===== config.mk =====
export PLATFORM = sky130hd
export DESIGN_NAME = decode_stage_flat
export DESIGN_NICKNAME = d
export VERILOG_FILES = /design/src/rtl/decode_if.sv /design/src/rtl/decode_stage.sv /design/src/flat_wrapper.sv
export SDC_FILE = /design/constraint.sdc
export NUM_CORES = 1
export LEC_CHECK = 0
export BUFFER_PORTS_ARGS = -buffer_cell sky130_fd_sc_hd__buf_2
export CORE_UTILIZATION = 35
export CTS_CLUSTER_SIZE = 8
export DETAILED_ROUTE_END_ITERATION = 16
export PLACE_DENSITY = 0.58
export SYNTH_ARGS = -nofsm -noshare
export SYNTH_HDL_FRONTEND = slang
export SYNTH_SLANG_ARGS = --single-unit

===== constraint.sdc =====
create_clock -name clk -period 3.7 [get_ports clk]
set_input_delay 0.74 -clock clk [delete_from_list [all_inputs] [get_ports clk]]
set_output_delay 0.74 -clock clk [all_outputs]
set_load 0.1 [all_outputs]

===== src/rtl/decode_if.sv =====
// Handshake and decoded-bundle signals between fetch, the decode stage and
// the register-file/ALU stage. The stage uses the slave view; the
// surrounding pipeline (or a bench) uses the master view.
interface decode_if #(
    parameter int XLEN  = 32,
    parameter int RA_W  = 5,
    parameter int CNT_W = 16
);
    logic             in_valid;
    logic             in_ready;
    logic [31:0]      instruction;
    logic             flush;
    logic             out_valid;
    logic             out_ready;
    logic [2:0]       alu_func;
    logic [RA_W-1:0]  rs;
    logic [RA_W-1:0]  rt;
    logic [RA_W-1:0]  rd;
    logic [XLEN-1:0]  imm;
    logic [15:0]      jump_offset;
    logic             ram_load;
    logic             ram_write;
    logic             jump;
    logic             imm_en;
    logic             illegal;
    logic [CNT_W-1:0] decoded_cnt;
    logic [CNT_W-1:0] bubble_cnt;

    modport slave (
        input  in_valid, instruction, flush, out_ready,
        output in_ready, out_valid, alu_func, rs, rt, rd, imm, jump_offset,
               ram_load, ram_write, jump, imm_en, illegal, decoded_cnt, bubble_cnt
    );

    modport master (
        output in_valid, instruction, flush, out_ready,
        input  in_ready, out_valid, alu_func, rs, rt, rd, imm, jump_offset,
               ram_load, ram_write, jump, imm_en, illegal, decoded_cnt, bubble_cnt
    );
endinterface


===== src/rtl/decode_stage.sv =====
// Registered MIPS-subset decode stage with valid/ready on both sides,
// flush, load-use bubble insertion, illegal-opcode flag and saturating
// decode/bubble counters.
module decode_stage #(
    parameter int XLEN  = 32,
    parameter int RA_W  = 5,
    parameter int CNT_W = 16
) (
    input logic     clk,
    input logic     rst_n,
    decode_if.slave bus
);
    localparam logic [5:0] OP_RTYPE = 6'b000000;
    localparam logic [5:0] OP_ADDI  = 6'b001000;
    localparam logic [5:0] OP_ANDI  = 6'b001100;
    localparam logic [5:0] OP_ORI   = 6'b001101;
    localparam logic [5:0] OP_SLTI  = 6'b001010;
    localparam logic [5:0] OP_LW    = 6'b100011;
    localparam logic [5:0] OP_SW    = 6'b101011;
    localparam logic [5:0] OP_J     = 6'b000010;

    localparam logic [2:0] ALU_NONE = 3'b000;
    localparam logic [2:0] ALU_ADD  = 3'b001;
    localparam logic [2:0] ALU_SUB  = 3'b010;
    localparam logic [2:0] ALU_AND  = 3'b011;
    localparam logic [2:0] ALU_OR   = 3'b100;
    localparam logic [2:0] ALU_SLT  = 3'b101;

    // Widen a 16-bit immediate to XLEN; written bitwise so XLEN=16 works too.
    function automatic logic [XLEN-1:0] ext_imm(input logic [15:0] v, input logic sign_ext);
        logic [XLEN-1:0] r;
        r       = (sign_ext && v[15]) ? '1 : '0;
        r[15:0] = v;
        return r;
    endfunction

    // Counters stick at all-ones instead of wrapping.
    function automatic logic [CNT_W-1:0] sat_inc(input logic [CNT_W-1:0] c);
        return (&c) ? c : c + 1'b1;
    endfunction

    logic [5:0]      op;
    logic [3:0]      funct;
    logic [RA_W-1:0] f_rs, f_rt, f_rd;

    logic [2:0]      d_alu;
    logic [RA_W-1:0] d_rs, d_rt, d_rd;
    logic [XLEN-1:0] d_imm;
    logic [15:0]     d_joff;
    logic            d_load, d_write, d_jump, d_imm_en, d_illegal;
    logic            use_rs, use_rt;

    logic [2:0]       alu_p1;
    logic [RA_W-1:0]  rs_p1, rt_p1, rd_p1;
    logic [XLEN-1:0]  imm_p1;
    logic [15:0]      joff_p1;
    logic             load_p1, write_p1, jump_p1, imm_en_p1, illegal_p1;
    logic             vld_p1;
    logic [CNT_W-1:0] decoded_cnt_p1, bubble_cnt_p1;

    logic reads_held_rt, hazard, in_ready, accept, bubble;

    assign op    = bus.instruction[31:26];
    assign funct = bus.instruction[3:0];
    assign f_rs  = RA_W'(bus.instruction[25:21]);
    assign f_rt  = RA_W'(bus.instruction[20:16]);
    assign f_rd  = RA_W'(bus.instruction[15:11]);

    // Combinational decode of the incoming word; unused fields stay zero.
    always_comb begin
        d_alu     = ALU_NONE;
        d_rs      = '0;
        d_rt      = '0;
        d_rd      = '0;
        d_imm     = '0;
        d_joff    = '0;
        d_load    = 1'b0;
        d_write   = 1'b0;
        d_jump    = 1'b0;
        d_imm_en  = 1'b0;
        d_illegal = 1'b0;
        use_rs    = 1'b0;
        use_rt    = 1'b0;
        case (op)
            OP_RTYPE: begin
                case (funct)
                    4'b0000: d_alu = ALU_ADD;
                    4'b0010: d_alu = ALU_SUB;
                    4'b0100: d_alu = ALU_AND;
                    4'b0101: d_alu = ALU_OR;
                    4'b1010: d_alu = ALU_SLT;
                    default: d_alu = ALU_NONE;
                endcase
                if (d_alu == ALU_NONE) begin
                    d_illegal = 1'b1;
                end else begin
                    d_rs   = f_rs;
                    d_rt   = f_rt;
                    d_rd   = f_rd;
                    use_rs = 1'b1;
                    use_rt = 1'b1;
                end
            end
            OP_ADDI, OP_ANDI, OP_ORI, OP_SLTI: begin
                case (op)
                    OP_ADDI: d_alu = ALU_ADD;
                    OP_ANDI: d_alu = ALU_AND;
                    OP_ORI:  d_alu = ALU_OR;
                    default: d_alu = ALU_SLT;
                endcase
                d_imm_en = 1'b1;
                d_rs     = f_rs;
                d_rt     = f_rt;
                use_rs   = 1'b1;
                d_imm    = ext_imm(bus.instruction[15:0], (op == OP_ADDI) || (op == OP_SLTI));
            end
            OP_LW: begin
                d_load = 1'b1;
                d_rs   = f_rs;
                d_rt   = f_rt;
                use_rs = 1'b1;
                d_imm  = ext_imm(bus.instruction[15:0], 1'b1);
            end
            OP_SW: begin
                d_write = 1'b1;
                d_rs    = f_rs;
                d_rt    = f_rt;
                use_rs  = 1'b1;
                use_rt  = 1'b1;
                d_imm   = ext_imm(bus.instruction[15:0], 1'b1);
            end
            OP_J: begin
                d_jump = 1'b1;
                d_joff = bus.instruction[15:0];
            end
            default: d_illegal = 1'b1;
        endcase
    end

    // A held load whose destination the incoming word reads forces one bubble.
    assign reads_held_rt = (use_rs && (f_rs == rt_p1)) || (use_rt && (f_rt == rt_p1));
    assign hazard   = vld_p1 && load_p1 && (rt_p1 != '0) && bus.in_valid && reads_held_rt;
    assign in_ready = (!vld_p1 || bus.out_ready) && !hazard && !bus.flush;
    assign accept   = bus.in_valid && in_ready;
    assign bubble   = vld_p1 && bus.out_ready && hazard && !bus.flush;

    // Stage p0 -> p1: valid bit and performance counters.
    always_ff @(posedge clk or negedge rst_n) begin
        if (!rst_n) begin
            vld_p1         <= 1'b0;
            decoded_cnt_p1 <= '0;
            bubble_cnt_p1  <= '0;
        end else begin
            if (bus.flush)          vld_p1 <= 1'b0;
            else if (accept)        vld_p1 <= 1'b1;
            else if (bus.out_ready) vld_p1 <= 1'b0;
            if (accept) decoded_cnt_p1 <= sat_inc(decoded_cnt_p1);
            if (bubble) bubble_cnt_p1  <= sat_inc(bubble_cnt_p1);
        end
    end

    // Stage p0 -> p1: decoded bundle, loaded only on accept so stalls hold it.
    always_ff @(posedge clk or negedge rst_n) begin
        if (!rst_n) begin
            alu_p1     <= '0;
            rs_p1      <= '0;
            rt_p1      <= '0;
            rd_p1      <= '0;
            imm_p1     <= '0;
            joff_p1    <= '0;
            load_p1    <= 1'b0;
            write_p1   <= 1'b0;
            jump_p1    <= 1'b0;
            imm_en_p1  <= 1'b0;
            illegal_p1 <= 1'b0;
        end else if (accept) begin
            alu_p1     <= d_alu;
            rs_p1      <= d_rs;
            rt_p1      <= d_rt;
            rd_p1      <= d_rd;
            imm_p1     <= d_imm;
            joff_p1    <= d_joff;
            load_p1    <= d_load;
            write_p1   <= d_write;
            jump_p1    <= d_jump;
            imm_en_p1  <= d_imm_en;
            illegal_p1 <= d_illegal;
        end
    end

    assign bus.in_ready    = in_ready;
    assign bus.out_valid   = vld_p1;
    assign bus.alu_func    = alu_p1;
    assign bus.rs          = rs_p1;
    assign bus.rt          = rt_p1;
    assign bus.rd          = rd_p1;
    assign bus.imm         = imm_p1;
    assign bus.jump_offset = joff_p1;
    assign bus.ram_load    = load_p1;
    assign bus.ram_write   = write_p1;
    assign bus.jump        = jump_p1;
    assign bus.imm_en      = imm_en_p1;
    assign bus.illegal     = illegal_p1;
    assign bus.decoded_cnt = decoded_cnt_p1;
    assign bus.bubble_cnt  = bubble_cnt_p1;
endmodule


===== src/flat_wrapper.sv =====
// flat-port wrapper written by rule: the top's interface ports become plain ports
module decode_stage_flat 
#(
    parameter int XLEN  = 32,
    parameter int RA_W  = 5,
    parameter int CNT_W = 16
)
  (clk, rst_n, bus_in_valid, bus_instruction, bus_flush, bus_out_ready, bus_in_ready, bus_out_valid, bus_alu_func, bus_rs, bus_rt, bus_rd, bus_imm, bus_jump_offset, bus_ram_load, bus_ram_write, bus_jump, bus_imm_en, bus_illegal, bus_decoded_cnt, bus_bubble_cnt);
  decode_if #(.XLEN(XLEN), .RA_W(RA_W), .CNT_W(CNT_W)) bus_i ();
  input logic clk;
  input logic rst_n;
  input wire logic [$bits(bus_i.in_valid)-1:0] bus_in_valid;
  input wire logic [$bits(bus_i.instruction)-1:0] bus_instruction;
  input wire logic [$bits(bus_i.flush)-1:0] bus_flush;
  input wire logic [$bits(bus_i.out_ready)-1:0] bus_out_ready;
  output wire logic [$bits(bus_i.in_ready)-1:0] bus_in_ready;
  output wire logic [$bits(bus_i.out_valid)-1:0] bus_out_valid;
  output wire logic [$bits(bus_i.alu_func)-1:0] bus_alu_func;
  output wire logic [$bits(bus_i.rs)-1:0] bus_rs;
  output wire logic [$bits(bus_i.rt)-1:0] bus_rt;
  output wire logic [$bits(bus_i.rd)-1:0] bus_rd;
  output wire logic [$bits(bus_i.imm)-1:0] bus_imm;
  output wire logic [$bits(bus_i.jump_offset)-1:0] bus_jump_offset;
  output wire logic [$bits(bus_i.ram_load)-1:0] bus_ram_load;
  output wire logic [$bits(bus_i.ram_write)-1:0] bus_ram_write;
  output wire logic [$bits(bus_i.jump)-1:0] bus_jump;
  output wire logic [$bits(bus_i.imm_en)-1:0] bus_imm_en;
  output wire logic [$bits(bus_i.illegal)-1:0] bus_illegal;
  output wire logic [$bits(bus_i.decoded_cnt)-1:0] bus_decoded_cnt;
  output wire logic [$bits(bus_i.bubble_cnt)-1:0] bus_bubble_cnt;
  assign bus_i.in_valid = bus_in_valid;
  assign bus_i.instruction = bus_instruction;
  assign bus_i.flush = bus_flush;
  assign bus_i.out_ready = bus_out_ready;
  assign bus_in_ready = bus_i.in_ready;
  assign bus_out_valid = bus_i.out_valid;
  assign bus_alu_func = bus_i.alu_func;
  assign bus_rs = bus_i.rs;
  assign bus_rt = bus_i.rt;
  assign bus_rd = bus_i.rd;
  assign bus_imm = bus_i.imm;
  assign bus_jump_offset = bus_i.jump_offset;
  assign bus_ram_load = bus_i.ram_load;
  assign bus_ram_write = bus_i.ram_write;
  assign bus_jump = bus_i.jump;
  assign bus_imm_en = bus_i.imm_en;
  assign bus_illegal = bus_i.illegal;
  assign bus_decoded_cnt = bus_i.decoded_cnt;
  assign bus_bubble_cnt = bus_i.bubble_cnt;
  decode_stage #(.XLEN(XLEN), .RA_W(RA_W), .CNT_W(CNT_W)) u_core (.clk(clk), .rst_n(rst_n), .bus(bus_i));
endmodule

==> impl_metrics.json <==
{
  "status": "finished, final reports clean",
  "ys_seq_elements": 89,
  "synth.top_cells.by_area": "dfrtp_1 50%, nand2_1 10%, o21ai_0 6.3%",
  "peakVddDrop_mv": 0.429,
  "maxCapViolations": 0,
  "gp_congestion": 0.811,
  "min_path_type": "reg -> reg",
  "cts_root_buf": "clkbuf_16",
  "path_max_fanout": 9,
  "synthCells": 470,
  "power.density_nw_per_um2": 495,
  "numCtsBuffers": 9,
  "cp-end-kind": "primary output",
  "design_area_sq_um": 5400,
  "antenna_left": 0,
  "rows": 40,
  "critPathArrivalTime_ns": 2.62,
  "synth_top_area_cell": "dfrtp_1",
  "holdWs_ns": 0.473,
  "cpPeakStageDelay_ns": 0.57,
  "antenna_found_initial": 1,
  "grt_start_max_net_pins": 85,
  "netlist_area_sq_um": 4420,
  "finalCriticalPeriod_ns": 3.36,
  "cpMostUsedCell": "buf_2",
  "die_area_sq_um": 13100,
  "max_clock_freq_mhz": 298,
  "synth_cell_types": 46,
  "grt_pass1_vias": 3274,
  "cp_data_required_time_ns": 2.96,
  "r2r_slack_ns": 1.48,
  "max-clock-path-buffers": 2,
  "tightest_slew_ns": 0.974,
  "multi_input_area_sq_um": 1910,
  "fin_worst_skew_ns": 0.00589,
  "cts.sinks": 89,
  "r2r-start": "u_core.bus.bubble_cnt[0]",
  "startpoint": "bus_instruction[27]",
  "final_layout_size_suffix_gt1_share_pct": 30.1,
  "reg2reg_depth": 6,
  "synth_edf_count": 0,
  "cp_slowest_cell": "or4_4",
  "yosysWarnings": 0,
  "clock_latency_ns": 0.34,
  "grt_setup_unrepaired": "false",
  "syn_nets": 509,
  "hold_violations": 0,
  "die_w_microns": 114,
  "ff_latch_area_sq_um": 2230,
  "crit_type": "in -> out",
  "tns_ns": 0,
  "final_common_cell": "buf_2",
  "grt_overflow": 0,
  "core_area_sq_um": 12200,
  "netlist.area_leader.share_pct": 50.4,
  "ios": 142,
  "wirelength_mm": 10.2,
  "drt_iter0_markers": 197,
  "async_reset_ff_share_pct": 100,
  "timing.final.setup_violations": 0,
  "place_hpwl_mm": 7.29,
  "grt_pass1_wl_mm": 16.8,
  "period_share_pct": 90.8,
  "num_vias": 3623,
  "die_h_microns": 114,
  "seq_area_frac_synth_pct": 50.4,
  "p_leak_nw": 2.67,
  "num-nets-final": 625,
  "drc": 0,
  "crit_end": "bus_in_ready",
  "grt_usage_pct": 16.5,
  "wl_per_cell_microns": 13.4,
  "cp_cell_sequence": "buf_2 > or4_4 > nor4_4 > o2111ai_2 > nand2_2 > nor2_2 > buf_2",
  "viasPerCell": 4.77,
  "cts_tree": "yes",
  "fill_cells": 1214,
  "ctsResizeCount": 0,
  "synth.avg_cell_area_sq_um": 9.40,
  "synth_flop_cell": "dfrtp_1",
  "drt-pass1-iter-count": 4,
  "finalMaxSlewViolations": 0,
  "slew-limit-headroom_pct": 35.0,
  "cts_max_level": 3,
  "r2r-end": "u_core.bus.bubble_cnt[13]",
  "placed_area_sq_um": 5120,
  "cts_setup_buffers": 0,
  "cp-start-kind": "primary input",
  "start_util_pct": 36.3,
  "syn2layout_area_growth_pct": 22.3,
  "postCtsHoldBufs": 0,
  "numPortBuffers": 141,
  "final_cell_mix": "140 x buf_2, 119 x nand2_1, 89 x dfrtp_1, 56 x o21ai_0, 21 x xor2_1",
  "clk_pin_slew_ns": 0.06
}
==> layer usage <==
metal | part of all wire, % | up-vias | global-route usage, %
li1 | - | 1812 | -
met1 | 48 | 1695 | 22.8
met2 | 46 | 102 | 24.6
met3 | 4.6 | 14 | 3.18
met4 | 1.9 | 0 | 8.40
met5 | 0 | - | 0
==> worst max-delay path, delay by kind of cell <==
kind	cells	cell delay, ns
buffers and inverters	2	0.43
and+or+nand+nor	4	1.19
AOI/OAI and AO/OA	1	0.27
==> power by group <==
part           leakage [nW]  total [mW]  internal, mW  switching [mW]
sequential             1.21        1.09          1.03          0.0636
clock                 0.139       0.856         0.489           0.367
combinational          1.32       0.723         0.119           0.604
==> area by class of cell <==
| cell class | count | share of cell area [%] |
|---|---|---|
| antenna | 1 | 0.0463 |
| clock buffer | 13 | 4.82 |
| clock inverter | 3 | 0.278 |
| inverter | 3 | 0.208 |
| multi-input combinational | 336 | 35.3 |
| sequential | 89 | 41.2 |
| tap | 168 | 3.89 |
| timing repair buffer | 147 | 14.2 |
==> through the flow <==
step	std cells	power (mW)	util (%)	worst slack (ns)
after floorplan	470	1.70	-	0.195
final	760	2.67	44.4	0.340
after global placement	743	1.83	42.1	0.381
after global routing	760	2.79	44.4	0.248
after detailed placement	743	1.84	42.1	0.330
after CTS	759	2.71	44.4	0.328
==> state kept, by name, summed over array words and instances, names as in the netlist, 3 cells and up <==
register and flops:
u_core.bus.rd 5, u_core.bus.jump_offset 16, u_core.bus.alu_func 3, u_core.bus.rt 5, u_core.bus.imm 17, u_core.bus.decoded_cnt 16
u_core.bus.rs 5, u_core.bus.bubble_cnt 16
==> synth_stat cells (4+ instances only) <==
cell type  number
nand3_1        19
dfrtp_1        89
nor2_1         18
nand4_1        12
buf_4          21
nand2_1       119
nor3_1         12
clkbuf_1       15
nand2b_1        4
xor2_1         21
xnor2_1        17
o21ai_0        56
and3_1          7
a21oi_1         5
==> logic make-up after synthesis <==
logic type | synth area share [%]
muxes | 2.44
and+or+nand+nor | 24.1
AOI/OAI and AO/OA | 8.55
xor gates and xnor gates | 7.53
adders and majority gates | 0.566
buffers and inverters | 6.43
DFF | 50.4
==> how the worst min path moves through the flow <==
stage / start / cells after the start / slack [ns] / endpoint
floorplan: rst_n / 0 / 0.44 / u_core.bus.alu_func[0]
global placement: u_core.bus.jump_offset[11] / 2 / 0.46 / u_core.bus.jump_offset[11]
detailed placement: u_core.bus.imm[1] / 2 / 0.47 / u_core.bus.imm[1]
CTS: u_core.bus.imm[9] / 2 / 0.48 / u_core.bus.imm[9]
global route: u_core.bus.imm[1] / 2 / 0.50 / u_core.bus.imm[1]
finish: u_core.bus.imm[7] / 2 / 0.47 / u_core.bus.imm[7]
No activity file was read; power rests on OpenSTA's default activity.
